**config.mk**
```make
export PLATFORM = sky130hd
export DESIGN_NAME = hazard_scoreboard
export DESIGN_NICKNAME = d
export VERILOG_FILES = /design/src/rtl/hazard_scoreboard.sv
export SDC_FILE = /design/constraint.sdc
export NUM_CORES = 1
export LEC_CHECK = 0
export CAP_MARGIN = 20
export CORE_AREA = 2 2 89 91
export DETAILED_ROUTE_END_ITERATION = 16
export DIE_AREA = 0 0 91 93
export PLACE_DENSITY = 0.56
export SLEW_MARGIN = 40
export SYNTH_ARGS = -nofsm -noshare
export SYNTH_HDL_FRONTEND = slang
export SYNTH_SLANG_ARGS = --single-unit
```
**constraint.sdc**
```tcl
create_clock -name CLK -period 3.9 [get_ports CLK]
set_input_delay 0.78 -clock CLK [delete_from_list [all_inputs] [get_ports CLK]]
set_output_delay 0.78 -clock CLK [all_outputs]
set_load 0.01 [all_outputs]
```
**src/rtl/hazard_scoreboard.sv**
```systemverilog
// Data-hazard unit for the in-order pipeline: a shift scoreboard of in-flight
// destinations drives operand forwarding selects and load-use bubbles for ID.
module hazard_scoreboard #(
  parameter  int REG_ADDR_W = 5,
  parameter  int DEPTH      = 3,
  parameter  int LOAD_READY = 1,
  parameter  int CNT_W      = 16,
  localparam int SEL_W      = $clog2(DEPTH + 1)
) (
  input  logic                                  CLK,
  input  logic                                  rst_n,
  input  logic                                  id_valid,
  input  logic [REG_ADDR_W-1:0]                 id_rs,
  input  logic [REG_ADDR_W-1:0]                 id_rt,
  input  logic                                  id_rs_used,
  input  logic                                  id_rt_used,
  input  logic [REG_ADDR_W-1:0]                 id_rd,
  input  logic                                  id_wen,
  input  logic                                  id_is_load,
  input  logic                                  flush,
  input  logic                                  stall_ext,
  output logic                                  bubble,
  output logic [SEL_W-1:0]                      fwd_rs_sel,
  output logic [SEL_W-1:0]                      fwd_rt_sel,
  output logic [DEPTH-1:0][REG_ADDR_W-1:0]      stage_rd,
  output logic [DEPTH-1:0]                      stage_wen,
  output logic [CNT_W-1:0]                      bubble_cnt
);

  typedef struct packed {
    logic                  valid;
    logic                  wen;
    logic [REG_ADDR_W-1:0] rd;
    logic                  is_load;
  } entry_t;

  entry_t                r_sb [DEPTH];
  logic [CNT_W-1:0]      r_bubble_cnt;
  logic [DEPTH-1:0]      w_live;
  logic [SEL_W-1:0]      w_rs_sel;
  logic [SEL_W-1:0]      w_rt_sel;
  logic                  w_rs_haz;
  logic                  w_rt_haz;
  logic                  w_bubble;
  logic                  w_issue;

  always_comb begin
    // NOTE: every always_comb output gets a default first, so no path leaves it unassigned (no latch).
    w_live   = '0;
    stage_rd = '0;
    for (int k = 0; k < DEPTH; k++) begin
      w_live[k] = r_sb[k].valid & r_sb[k].wen;
      if (w_live[k]) stage_rd[k] = r_sb[k].rd;
    end
  end

  // Walk from oldest to youngest so the youngest matching stage overrides.
  always_comb begin
    w_rs_sel = '0;
    w_rt_sel = '0;
    w_rs_haz = 1'b0;
    w_rt_haz = 1'b0;
    for (int k = DEPTH - 1; k >= 0; k--) begin
      if (w_live[k] && id_rs_used && (id_rs != '0) && (r_sb[k].rd == id_rs)) begin
        w_rs_sel = SEL_W'(k + 1);
        w_rs_haz = r_sb[k].is_load && (k < LOAD_READY);
      end
      if (w_live[k] && id_rt_used && (id_rt != '0) && (r_sb[k].rd == id_rt)) begin
        w_rt_sel = SEL_W'(k + 1);
        w_rt_haz = r_sb[k].is_load && (k < LOAD_READY);
      end
    end
  end

  assign w_bubble = id_valid & ~flush & (w_rs_haz | w_rt_haz);
  assign w_issue  = id_valid & ~flush & ~w_bubble;

  // NOTE: the scoreboard is reset in full; stale valid bits would raise phantom hazards after reset.
  always_ff @(posedge CLK or negedge rst_n) begin
    if (!rst_n) begin
      for (int k = 0; k < DEPTH; k++) r_sb[k] <= '0;
    end else if (!stall_ext) begin
      // NOTE: non-blocking assignments let every stage shift from the pre-edge values at once.
      for (int k = 1; k < DEPTH; k++) r_sb[k] <= r_sb[k-1];
      if (w_issue) begin
        r_sb[0] <= '{valid: 1'b1, wen: id_wen, rd: id_rd, is_load: id_is_load};
      end else begin
        r_sb[0] <= '0;
      end
    end
  end

  always_ff @(posedge CLK or negedge rst_n) begin
    if (!rst_n) begin
      r_bubble_cnt <= '0;
    end else if (w_bubble && !stall_ext && (r_bubble_cnt != '1)) begin
      r_bubble_cnt <= r_bubble_cnt + CNT_W'(1);
    end
  end

  assign bubble     = w_bubble;
  assign fwd_rs_sel = w_rs_sel;
  assign fwd_rt_sel = w_rt_sel;
  assign stage_wen  = w_live;
  assign bubble_cnt = r_bubble_cnt;

endmodule

```
Yosys cells after proc, flatten, opt, wreduce, memory -nomap -nowiden
Index checks and enable logic that the tools add are counted.
{"block": "classes", "n_addsub": 1, "n_eq_ne": 7, "muxes": 12, "n_bitwise": 9, "n_reduce_logical": 23}
{"op": "5-bit == test", "n": 6}
{"op": "1-bit logical AND", "n": 20}
{"op": "16-bit by 1-bit adder with 16-bit output (second input constant)", "n": 1}
{"op": "16-bit != test (second input constant)", "n": 1}
{"op": "5-bit 2-to-1 mux", "n": 3}
{"op": "2-bit 2-to-1 mux", "n": 6}
{"op": "5-bit nonzero test", "n": 2}
{"op": "8-bit 2-to-1 mux", "n": 1}
{"op": "1-bit AND", "n": 6}
{"op": "1-bit 2-to-1 mux", "n": 2}
{"op": "1-bit inverter", "n": 2}
{"op": "1-bit zero test", "n": 1}
{"op": "1-bit bitwise OR", "n": 1}
{"block": "word_totals", "regBits": 38, "output_inout_bits": 39, "elab_cells": 63}

Logic depth before layout (Yosys ltp)
{"block": "logic_depth", "ltp_word": 10, "depth_mapped": 7, "depth_no_buf": 7}

Worst setup path before layout
Ideal clock, no wire load.
{"block": "synth_path", "kind": "input-to-output", "startpoint": "input port id_rs[1]", "endpoint": "output port bubble", "arrival_time_ns": 2.204, "slack_ns": 0.916, "path_stages": 6, "cell_sequence": "or4_1 > o21ai_2 > nor4_2 > or2_4 > buf_2 > and4b_1"}
{"block": "synth_via", "elab_chain_cells": 6}
{"element": "from (decl)", "line": "13", "text": "input logic [REG_ADDR_W-1:0] id_rs,"}
{"element": "5-bit nonzero test", "line": "64", "text": "if (w_live[k] && id_rs_used && (id_rs != '0) && (r_sb[k].rd == id_rs)) begin"}
{"element": "1-bit logical AND", "line": "64"}
{"element": "1-bit logical AND (*)", "line": "64"}
{"element": "1-bit 2-to-1 mux (*)", "line": "64"}
{"element": "1-bit bitwise OR (*)", "line": "75", "text": "assign w_bubble = id_valid & ~flush & (w_rs_haz | w_rt_haz);"}
{"element": "1-bit AND (*)", "line": "75"}
{"element": "to (decl)", "line": "22", "text": "output logic bubble,"}
Every way passes the cells marked *; elsewhere a longest branch is shown, timed or not.

Worst setup path after layout
{"block": "layout_path", "startpoint": "input port id_rt[1]", "endpoint": "output port bubble"}
{"block": "layout_via", "elab_chain_cells": 6}
{"element": "from (decl)", "line": "14", "text": "input logic [REG_ADDR_W-1:0] id_rt,"}
{"element": "5-bit nonzero test", "line": "68", "text": "if (w_live[k] && id_rt_used && (id_rt != '0) && (r_sb[k].rd == id_rt)) begin"}
{"element": "1-bit logical AND", "line": "68"}
{"element": "1-bit logical AND (*)", "line": "68"}
{"element": "1-bit 2-to-1 mux (*)", "line": "68"}
{"element": "1-bit bitwise OR (*)", "line": "75"}
{"element": "1-bit AND (*)", "line": "75"}
Marked as above.

==> insert_results.sql <==
INSERT INTO impl_metrics (metric_group, metric, value, unit) VALUES
('synthesis', 'synth-edff-count', '0', ''),
('grt', 'gr_util_all_layers', '0.141', ''),
('clock_tree', 'cts_inserted_buffers', '5', ''),
('worst_setup_path', 'r2r-start', 'bubble_cnt[0]', ''),
('synthesis', 'synth_top_area_cells', 'sky130_fd_sc_hd__dfrtp_1 44%, sky130_fd_sc_hd__xnor2_1 13%, sky130_fd_sc_hd__mux2_2 8.8%', ''),
('power', 'power_report.internal_total', '0.000605', 'W'),
('floorplan', 'core.rowCount', '32', ''),
('place', 'dp_worst_setup_slack', '49.9', 'ps'),
('detailed_routing', 'avgRoutedWirePerCell', '14.7', 'um'),
('synthesis', 'synth-simple-area-share', '0.217', ''),
('power', 'total_switching_power', '0.000210', 'W'),
('sta', 'timing.clock.skew', '3.96', 'ps'),
('grt', 'grt_pass1_vias', '1938', ''),
('power', 'power.share.switching', '0.258', ''),
('detailed_routing', 'drt-initial-drc-count', '39', ''),
('grt', 'grt_max_degree', '39', ''),
('place', 'post-place-cells', '375', ''),
('synthesis', 'main_combinational_cell_family_by_area_after_synthesis', 'simple AND/OR/NAND/NOR gates', ''),
('worst_setup_path', 'timing.rr.end', 'bubble_cnt[1]', ''),
('sta', 'period_share', '0.967', ''),
('sta', 'worst_slack', '129', 'ps'),
('worst_setup_path', 'cpPeakStageDelay', '570', 'ps'),
('worst_setup_path', 'setup.worst_path.start_class', 'primary input', ''),
('synthesis', 'synth_top_cell_by_area', 'sky130_fd_sc_hd__dfrtp_1', ''),
('floorplan', 'core', '7530', 'um2'),
('sta', 'fmaxAchievable', '265', 'MHz'),
('detailed_routing', 'post-route-drc-count', '0', ''),
('power', 'leakagePower', '1.30', 'nW'),
('worst_setup_path', 'crit_type', 'in2out', ''),
('finish', 'num-nets-final', '305', ''),
('finish', 'final_area', '3070', 'um2'),
('power', 'clockPowerShare', '0.312', ''),
('synthesis', 'ys_seq_area_frac', '0.436', ''),
('worst_setup_path', 'rrSetupSlack', '1670', 'ps'),
('clock_tree', 'ctsRootBufferMaster', 'sky130_fd_sc_hd__clkbuf_8', ''),
('job', 'maxCapViolCount', '0', ''),
('detailed_routing', 'final_antenna_net_count', '0', ''),
('worst_setup_path', 'worst_path_max_delay_cell', 'sky130_fd_sc_hd__or4_1', ''),
('worst_setup_path', 'worstPathMaxFanout', '4', ''),
('detailed_routing', 'detail_route.wirelength.met1', '2.53', 'mm'),
('synthesis', 'ys.flop_type', 'sky130_fd_sc_hd__dfrtp_1', ''),
('synthesis', 'synth_fa_ha_area_frac', '0.00574', ''),
('clock_tree', 'cts.htree.levels', '2', ''),
('synthesis', 'synth_cell_type_count', '33', ''),
('finish', 'drive_gt1_frac', '0.150', ''),
('clock_tree', 'cts_tree', 'yes', ''),
('synthesis', 'synthTopCellsByCount', '38 x sky130_fd_sc_hd__dfrtp_1, 33 x sky130_fd_sc_hd__xnor2_1, 18 x sky130_fd_sc_hd__and3_1', ''),
('grt', 'number_of_antenna_violations_at_the_first_check_in_global_routing', '0', ''),
('finish', 'instances_no_fill', '382', ''),
('finish', 'area_growth', '40.8', '%'),
('clock_tree', 'clock_sink_count', '38', ''),
('synthesis', 'async_reset_ff_frac', '1.00', ''),
('detailed_routing', 'post_drt_via_cell_ratio', '4.79', ''),
('synthesis', 'syn_area_per_cell', '10.6', 'um2'),
('worst_setup_path', 'r2r.worst_path.cells', '6', ''),
('run_status', 'run_status', 'finished, final reports clean', ''),
('synthesis', 'yosys_register_bits', '38', ''),
('synthesis', 'most_numerous_cell_in_the_yosys_netlist', 'sky130_fd_sc_hd__dfrtp_1', ''),
('sta', 'worst_hold_slack', '463', 'ps'),
('sta', 'report.final.slew_viol_count', '0', ''),
('sta', 'timing.final.hold_violations', '0', ''),
('worst_setup_path', 'worst_endpoint_data_arrival_time', '2990', 'ps'),
('power', 'power.density_cell_area', '265', 'nW/um2'),
('place', 'buffer_ports.inserted', '62', ''),
('power', 'share_comb_of_total_power', '0.145', ''),
('clock_tree', 'clk_path_buf_depth', '2', ''),
('detailed_routing', 'wl_met3', '361', 'um'),
('finish', 'insertedDiodeCount', '0', ''),
('worst_setup_path', 'worst_ep_required_time', '3120', 'ps'),
('place', 'post_dp_cell_area', '2980', 'um2'),
('worst_setup_path', 'setup.worst_path.end_class', 'output port', '');
-- cells in the final DEF (no fill, tap or decap), drive strengths merged, types with 10 or more instances in the layout --
| cell | Yosys | final |
|---|---|---|
| clkdlybuf4s50 | 0 | 61 |
| dfrtp | 38 | 38 |
| xnor2 | 33 | 33 |
| and3 | 18 | 18 |
| mux2 | 17 | 17 |
| nand3 | 12 | 12 |
| nand2 | 11 | 11 |
| nand4 | 10 | 10 |
| xor2 | 10 | 10 |
| buf | 2 | 10 |
-- routing by layer --
metal | vias to the layer above | GRT usage
li1 | 893 | -
met1 | 867 | 0.181
met2 | 63 | 0.235
met3 | 6 | 0.0363
met4 | 0 | 0.0417
met5 | - | 0
-- through the flow --
step	utilization	total power, W
after global placement	0.395	0.000567
after global routing	0.408	0.000860
after detailed placement	0.396	0.000569
after floorplan	-	0.000501
after CTS	0.406	0.000827
final	0.408	0.000814
-- logic make-up (layout without fill, tap and decap cells) --
kind of cell	after synthesis	in the layout
simple gates	82	82
xor+xnor	43	43
flops	38	38
mux	17	17
compound gates	15	15
buf+inv	10	84
fa+ha+maj	1	1
-- registers in the layout, indices dropped and copies added (netlist names) --
register / cells
r_sb: 22
bubble_cnt: 16
-- layout make-up --
class	count	area, um2	share of cell area
multi-input cells	158	1210	0.393
flip-flops and latches	38	951	0.310
repair buffers	71	686	0.223
well taps	102	128	0.0415
clock buffers	7	76.3	0.0248
inverters	6	22.5	0.00733
-- how the worst max path moves through the flow --
stage / end / startpoint / slack, ps
global placement: bubble / id_rt[4] / 100
floorplan: bubble / id_rs[1] / 920
detailed placement: bubble / id_rt[4] / 50
finish: bubble / id_rt[1] / 130
global route: bubble / id_rt[4] / -20
CTS: bubble / id_rt[4] / 40
-- worst max-delay path, delay by kind of cell --
kind,cells,cell delay (ps)
simple gates,4,1090
compound gates,1,180
buf+inv,2,940
-- power by group through the flow --
| stage | Sequential (W) | Combinational, W | Clock [W] |
|---|---|---|---|
| 4_1_cts | 0.000444 | 0.000118 | 0.000265 |
| 6_report | 0.000443 | 0.000118 | 0.000254 |
| 5_1_grt | 0.000447 | 0.000129 | 0.000284 |
| 2_1_floorplan | 0.000439 | 0.0000621 | 0 |
| 3_5_place_dp | 0.000451 | 0.000117 | 0 |
| 3_3_place_gp | 0.000451 | 0.000115 | 0 |
-- repair_timing --
action	in CTS	in global routing
hold buffers	0	0
gates resized for setup	0	4
endpoints found under the setup margin	0	3
No activity file was read; power rests on OpenSTA's default activity.
